### src/rtl/spi_agent_arbiter_pkg.sv
// Shared types and helpers for the two-requester SPI agent arbiter.
// The requester index doubles as the bit position in every 2-bit per-requester vector.
package spi_agent_arbiter_pkg;

  typedef enum logic [1:0] {
    S_IDLE      = 2'd0,
    S_ISSUE     = 2'd1,
    S_WAIT_DONE = 2'd2,
    S_HOLD      = 2'd3
  } state_e;

  localparam logic REQ_UART = 1'b0;
  localparam logic REQ_POLL = 1'b1;

  localparam int MODE_CPHA = 0;
  localparam int MODE_CPOL = 1;

  localparam logic [15:0] HOLD_CNT_MAX = 16'hFFFF;

  // On a tie the requester that did not own the bus last time wins.
  function automatic logic rr_pick(logic [1:0] bid, logic last);
    if (&bid) return ~last;
    return bid[REQ_POLL] ? REQ_POLL : REQ_UART;
  endfunction

  function automatic logic [1:0] onehot(logic idx);
    return idx ? 2'b10 : 2'b01;
  endfunction

endpackage

### src/rtl/spi_agent_arbiter.sv
// Round-robin owner of the single SPI master agent; one owner holds the bus
// for a whole chip-select session, with an optional idle-hold timeout.
module spi_agent_arbiter
  import spi_agent_arbiter_pkg::*;
#(
  parameter int HOLD_LIMIT = 0
) (
  input  logic       clk,
  input  logic       rst,
  input  logic       r0_req,
  input  logic       r1_req,
  input  logic       r0_cs_n,
  input  logic       r1_cs_n,
  input  logic [7:0] r0_data,
  input  logic [7:0] r1_data,
  input  logic [7:0] r0_clk_div,
  input  logic [7:0] r1_clk_div,
  input  logic [1:0] r0_mode,
  input  logic [1:0] r1_mode,
  output logic       r0_gnt,
  output logic       r1_gnt,
  output logic       r0_rdy,
  output logic       r1_rdy,
  output logic       r0_done,
  output logic       r1_done,
  output logic [7:0] rx_byte,
  output logic [7:0] spi_clk_div,
  output logic       cpol,
  output logic       cpha,
  output logic       transfer_req,
  input  logic       transfer_ready,
  input  logic       transfer_done,
  output logic [7:0] to_agent,
  input  logic [7:0] from_agent,
  output logic       cs_n
);

  localparam logic [15:0] LIMIT_M1 = 16'(HOLD_LIMIT - 1);

  logic [1:0]      req, csn, bid;
  logic [1:0][7:0] data_v, div_v;
  logic [1:0][1:0] mode_v;

  assign req    = {r1_req, r0_req};
  assign csn    = {r1_cs_n, r0_cs_n};
  assign bid    = req | ~csn;
  assign data_v = {r1_data, r0_data};
  assign div_v  = {r1_clk_div, r0_clk_div};
  assign mode_v = {r1_mode, r0_mode};

  state_e      state_q, state_d;
  logic        owner_q, owner_d;
  logic        last_q, last_d;
  logic [15:0] hold_q, hold_d;
  logic [7:0]  div_q, div_d;
  logic [1:0]  mode_q, mode_d;
  logic        treq_q, treq_d;
  logic [7:0]  tx_q, tx_d;
  logic [7:0]  rx_q, rx_d;
  logic [1:0]  gnt_q, gnt_d;
  logic [1:0]  rdy_q, rdy_d;
  logic [1:0]  done_q, done_d;
  logic        win, release_bus;

  always_comb begin
    state_d     = state_q;
    owner_d     = owner_q;
    last_d      = last_q;
    hold_d      = hold_q;
    div_d       = div_q;
    mode_d      = mode_q;
    treq_d      = treq_q;
    tx_d        = tx_q;
    rx_d        = rx_q;
    gnt_d       = gnt_q;
    rdy_d       = 2'b00;
    done_d      = 2'b00;
    release_bus = 1'b0;
    win         = rr_pick(bid, last_q);

    case (state_q)
      S_IDLE: begin
        if (|bid) begin
          owner_d = win;
          div_d   = div_v[win];
          mode_d  = mode_v[win];
          tx_d    = data_v[win];
          gnt_d   = onehot(win);
          hold_d  = '0;
          if (req[win]) begin
            treq_d  = 1'b1;
            state_d = S_ISSUE;
          end else begin
            state_d = S_HOLD;
          end
        end
      end
      S_ISSUE: begin
        if (transfer_ready) begin
          treq_d  = 1'b0;
          rdy_d   = onehot(owner_q);
          state_d = S_WAIT_DONE;
        end
      end
      S_WAIT_DONE: begin
        if (transfer_done) begin
          rx_d   = from_agent;
          done_d = onehot(owner_q);
          if (!csn[owner_q]) begin
            state_d = S_HOLD;
            hold_d  = '0;
          end else begin
            release_bus = 1'b1;
          end
        end
      end
      S_HOLD: begin
        // A pending byte outranks a session close seen on the same edge.
        if (req[owner_q]) begin
          tx_d    = data_v[owner_q];
          treq_d  = 1'b1;
          state_d = S_ISSUE;
        end else if (csn[owner_q]) begin
          release_bus = 1'b1;
        end else if (HOLD_LIMIT != 0 && hold_q == LIMIT_M1) begin
          release_bus = 1'b1;
        end else if (hold_q != HOLD_CNT_MAX) begin
          hold_d = hold_q + 16'd1;
        end
      end
      default: state_d = S_IDLE;
    endcase

    if (release_bus) begin
      state_d = S_IDLE;
      last_d  = owner_q;
      gnt_d   = 2'b00;
    end
  end

  always_ff @(posedge clk) begin
    if (rst) begin
      state_q <= S_IDLE;
      owner_q <= REQ_UART;
      last_q  <= REQ_POLL;
      hold_q  <= '0;
      div_q   <= '0;
      mode_q  <= '0;
      treq_q  <= 1'b0;
      tx_q    <= '0;
      rx_q    <= '0;
      gnt_q   <= '0;
      rdy_q   <= '0;
      done_q  <= '0;
    end else begin
      state_q <= state_d;
      owner_q <= owner_d;
      last_q  <= last_d;
      hold_q  <= hold_d;
      div_q   <= div_d;
      mode_q  <= mode_d;
      treq_q  <= treq_d;
      tx_q    <= tx_d;
      rx_q    <= rx_d;
      gnt_q   <= gnt_d;
      rdy_q   <= rdy_d;
      done_q  <= done_d;
    end
  end

  assign {r1_gnt, r0_gnt}   = gnt_q;
  assign {r1_rdy, r0_rdy}   = rdy_q;
  assign {r1_done, r0_done} = done_q;
  assign rx_byte      = rx_q;
  assign spi_clk_div  = div_q;
  assign cpol         = mode_q[MODE_CPOL];
  assign cpha         = mode_q[MODE_CPHA];
  assign transfer_req = treq_q;
  assign to_agent     = tx_q;
  // Registered grants select the pin, so it cannot dip low while nobody owns the bus.
  assign cs_n = gnt_q[0] ? r0_cs_n : (gnt_q[1] ? r1_cs_n : 1'b1);

endmodule

### config.mk
export PLATFORM = sky130hd
export DESIGN_NAME = spi_agent_arbiter
export DESIGN_NICKNAME = d
export VERILOG_FILES = /design/src/rtl/spi_agent_arbiter_pkg.sv /design/src/rtl/spi_agent_arbiter.sv
export SDC_FILE = /design/constraint.sdc
export NUM_CORES = 1
export LEC_CHECK = 0
export CORE_MARGIN = 2
export CORE_UTILIZATION = 39
export CTS_CLUSTER_DIAMETER = 150
export CTS_CLUSTER_SIZE = 10
export DETAILED_ROUTE_END_ITERATION = 6
export GPL_ROUTABILITY_DRIVEN = 0
export GPL_TIMING_DRIVEN = 0
export PLACE_DENSITY = 0.8
export SLEW_MARGIN = 15
export SYNTH_ARGS = -nofsm -noshare
export SYNTH_HDL_FRONTEND = slang
export SYNTH_SLANG_ARGS = --single-unit
### constraint.sdc
create_clock -name clk -period 2.17 [get_ports clk]
set_input_delay 0.5425 -clock clk [delete_from_list [all_inputs] [get_ports clk]]
set_output_delay 0.5425 -clock clk [all_outputs]
set_load 0.03 [all_outputs]
Word-level counts from Yosys, hierarchy flattened. Index checks and enable logic that the tools add are counted.

Magnitude comparators: 2. Reductions and logical operators: 13. Bitwise logic cells: 7. Multiplexer cells: 41. Equality and inequality tests: 9.

Operators by type and width (count): $mux W8 (8); $mux W2 (10); $mux W1 (19); $pmux W8 S2 (1); $ne A2 B2 Y1 const B (6); $reduce_and A5 Y1 (2); $pmux W2 S4 (1); $reduce_and A2 Y1 (3); $reduce_or A3 Y1 (2); $not A1 Y1 (5); $eq A2 B2 Y1 const B (2); $lt A1 B2 Y1 const B (2); $reduce_or A2 Y1 (2); $pmux W1 S3 (1); $reduce_and A3 Y1 (1); $reduce_bool A3 Y1 (1); $eq A2 B1 Y1 const B (1); $logic_not A2 Y1 (1); $not A2 Y2 (1); $or A2 B2 Y2 (1); $pmux W1 S2 (1); $reduce_bool A2 Y1 (1).

Bits of input ports: 52. Flip-flop bits (word level): 37. Output and inout port bits: 34.

Depth between registers and ports, before layout. Gate-level depths: netlist of the first run.

Depth after elaboration: 10. Depth in mapped cells: 8. Depth with buffers taken out: 7.

Least setup slack after synthesis of the first run. No wires, ideal clock.

Kind: register to register. Start: register state_q[0]. End: register state_q[0]. Path buffers: 1. Path slack: 375 ps. Stages on the path, launching flop included: 9. Period minus slack after synthesis: 1795 ps. Data required time: 2083 ps. Arrival time: 1708 ps. Cells stage by stage: dfxtp_1 inv_1 ha_1 and2_1 clkbuf_1 a21o_1 a21o_1 a311o_1 o31ai_1.

Cells in the longest elaborated chain, start to end: 3.

RTL lines: start, declared (line spi_agent_arbiter.sv:51) `state_e state_q, state_d;`; start signal, assigned (line spi_agent_arbiter.sv:156) `state_q <= state_d;`; $eq A2 B2 Y1 (tied with other cells); $ne A2 B2 Y1 (no line) or $pmux W1 S2 (tied branches); $reduce_and A5 Y1 (no line) or $reduce_or A2 Y1 (tied branches).

Parallel ways exist; a longest one is shown, timed or not. A chain may end at the register's enable or synchronous reset.

Final worst setup path of the first run.
Start: input port r1_req. End: register div_q[5] (netlist: spi_clk_div[5]).

Cells in the longest elaborated chain, start to end: 6.

RTL lines: start, declared (line spi_agent_arbiter.sv:11) `input logic r1_req,`; $or A2 B2 Y2 (*) (line spi_agent_arbiter.sv:46) `assign bid = req | ~csn;`; $reduce_and A2 Y1 (line spi_agent_arbiter_pkg.sv:22) `if (&bid) return ~last;`; $mux W1 (line spi_agent_arbiter_pkg.sv:22); $mux W1 (line spi_agent_arbiter_pkg.sv:23) `return bid[REQ_POLL] ? REQ_POLL : REQ_UART;`; $mux W8 (not written as such) (2 in series) (line spi_agent_arbiter.sv:85) `div_d = div_v[win];`; end signal, assigned (line spi_agent_arbiter.sv:160) `div_q <= div_d;`; end, declared (line spi_agent_arbiter.sv:55) `logic [7:0] div_q, div_d;`.

Every way passes the cells marked *; elsewhere a longest branch is shown, timed or not. The select of a mux whose other input is x is not followed.

==> key figures, run 1 <==
STA
  • Slew HR: 69.6%
  • Fmax: 495 MHz
  • Worst hold slack: 450 ps
  • Setup TNS Final: 0 ps
  • Crit path time final: 2020 ps
  • Period utilization: 93.1%
  • Slew Viols, Final: 0
  • Fin. Hold Viols: 0
  • Final setup margin: 150 ps
  • Skew final: 3.06 ps
  • Setup violators final: 0
  • RSZ-0062 raised after global routing: false
  • Worst-Margin Slew: 457 ps

CTS
  • H-tree depth: 2
  • Clock Latency Late Sink: 290 ps
  • Clk root buf: clkbuf_8
  • CTS max path bufs: 2
  • Num CTS Buffers: 5
  • Post-CTS Setup Bufs: 0
  • CTS tree: built
  • Clock sinks: 37
  • Clock transition at path regs: 70 ps
  • Hold_buf cts: 0

Synth
  • Area contributors post-synth: dfxtp_1 46%, nand2_1 6.5%, a222oi_1 6.2%, mux2i_1 6.2%, a21oi_1 4.6%
  • Synth Flop Type: dfxtp_1
  • Post-synth EDFFs: 0
  • Synth async-reset ratio: 0%
  • Post-Synthesis Cell Area: 1620 um2
  • Synth area leader: dfxtp_1
  • Yosys top cell area share: 45.9%
  • Post-synthesis cell count: 177
  • Synth Net Count: 234
  • Top cells by count, synth: 37 x dfxtp_1, 28 x nand2_1, 15 x a21oi_1, 15 x nor2_1
  • Post-synthesis register bit count: 37
  • Most common cell in the synthesized netlist: dfxtp_1
  • Seq/Total Area, Yosys: 45.9%
  • Distinct cells, synth: 35
  • Syn_area_per_cell: 9.13 um2
  • Yosys warning count: 0

Global route
  • Global-route usage over all layers: 19.3%
  • Initial antenna violation count: 0
  • First-pass GRT wire length: 6.67 mm
  • Vias in the first global route: 1492
  • Grt ovf: 0
  • Pin count of the biggest net entering global routing: 12

Detailed routing
  • DRC: 0
  • Routed wire per std cell: 13.6 um
  • Remaining antenna violation count: 0
  • Post-Route WL: 4.32 mm
  • Via Count: 1629
  • Starting DRC count in detailed routing: 112
  • DR vias/cell: 5.12
  • DR pass1 iterations: 6

Power and ir drop
  • Clock Power Share: 18.5%
  • Part of the power in registers: 30.3%
  • Power per Cell Area: 1260 nW/um2
  • Power, Total: 3.33 mW
  • Sw frac: 40.3%
  • NetSw: 1.34 mW
  • Power share of the combinational group: 51.3%
  • VDD IR max: 0.621 mV
  • Cell Int Power: 1.99 mW
  • Leakage Power: 1.07 nW

Setup path
  • Crit-path max cell delay: 530 ps
  • Critical path, cell by cell: clkdlybuf4s50_1 > and2b_1 > o211a_1 > clkbuf_1 > a222oi_1 > nor2_1
  • Critical Path Fanout Max: 10
  • Slowest CP cell: clkdlybuf4s50_1
  • Critical Path Sink Type: flip-flop
  • Critical path's top delay family: buffers and inverters
  • Worst Path Required: 2330 ps
  • WP buf/inv: 2
  • Critical path class: in -> reg
  • Critical Path AT: 2180 ps
  • CP startpoint kind: input port

Outcome
  • Run status: completed

Layout
  • Final core utilization: 66.0%
  • Non-Filler Instances: 318
  • Layout Nets: 324
  • Final Cell Area: 2640 um2
  • Ant diodes: 0
  • Layout cells sized above 1: 6.72%
  • Area Growth Syn to Fin: 63.4%
  • Filler cells: 356

Min path
  • Worst min path class: reg -> reg

Place
  • DP HPWL: 3.21 mm
  • Dpl cell area: 2520 um2
  • Place WS: -382 ps
  • Inst Count DP: 311
  • I/O Buffers: 84

Floorplan
  • Die Width: 68.4 um
  • Die area: 4670 um2
  • Die H: 68.4 um
  • # IOs: 86
  • CORE AREA: 4000 um2
  • Initial Util: 40.4%
  • Core Rows: 23

Flow run
  • Max_cap viols: 0
tightest hold or removal path, stage by stage (launching register included):
cell and delay, ps:
dfxtp_1 310, nand2_1 50, o21ai_1 50
path summary, 6_finish.rpt:
check,startpoint,to,slack [ps],cells after the start
worst max-delay path,r1_req,spi_clk_div[5],150,6
worst min register to register,to_agent[3],to_agent[3],450,2
worst max register to register,state_q[0],state_q[0],210,7
worst min-delay path,to_agent[3],to_agent[3],450,2
flip-flops by register name (all words and copies together) (netlist names):
name,cells
last_q,1
state_q,2
to_agent,8
gnt_q,2
mode_q,2
owner_q,1
transfer_req,1
spi_clk_div,8
rx_byte,8
rdy_q,2
done_q,2
timing repair:
item,in CTS,in global routing
resized for setup,4,2
endpoints found under the setup margin,1,2
cloned,0,0
per-layer routing:
| metal | share of wire (%) | track usage, % | vias to the layer above |
|---|---|---|---|
| met2 | 48 | 32.6 | 64 |
| met3 | 8.0 | 6.25 | 6 |
| met4 | 1.4 | 6.75 | 0 |
| met1 | 42 | 23.0 | 747 |
| met5 | 0 | 0 | - |
| li1 | - | - | 812 |
cells in the final DEF (no fill, tap or decap), types with 2 or more instances in the layout:
master / instances
clkbuf_8: 6
dfxtp_1: 37
mux2i_1: 10
a222oi_1: 10
clkbuf_1: 5
o21ai_1: 7
nor2_1: 15
o21ai_0: 4
nand3_1: 2
nand2b_1: 4
clkdlybuf4s50_1: 81
nand2_1: 28
buf_2: 2
a21o_1: 2
ha_1: 5
a21oi_1: 15
inv_1: 8
nor3_1: 3
power groups by stage:
stage / clock network (mW) / registers, mW / logic (mW)
global placement: 0 / 1.01 / 1.69
global route: 0.651 / 1.03 / 1.85
detailed placement: 0 / 1.02 / 1.71
finish: 0.615 / 1.01 / 1.71
CTS: 0.628 / 1.01 / 1.72
floorplan: 0 / 1.34 / 0.779
cell type report:
type,count,area [um2],area share (%)
Timing Repair Buffer,84,843,32.0
Multi-Input combinational cell,124,810,30.7
Sequential cell,37,741,28.1
Buffer,7,36.3,1.38
Inverter,8,30.0,1.14
Clock inverter,1,30.0,1.14
Clock buffer,7,86.3,3.27
Tap cell,50,62.6,2.37
logic make-up (layout without fill, tap and decap cells):
group | after synthesis | after routing | share of synthesized area [%]
DFF | 37 | 37 | 45.9
buffers and inverters | 16 | 107 | 4.34
AOI/OAI and AO/OA | 49 | 49 | 22.6
adders and majority gates | 5 | 5 | 3.87
muxes | 11 | 11 | 6.89
and+or+nand+nor | 59 | 59 | 16.4
Note: power is estimated with default switching activity, not from simulation.
==> inputs of run 2 (changes only) <==
Settings changed: CAP_MARGIN from default to 15.
==> results of run 2 <==
Same layout as run 1: the final DEF is identical, and so are final timing and power.
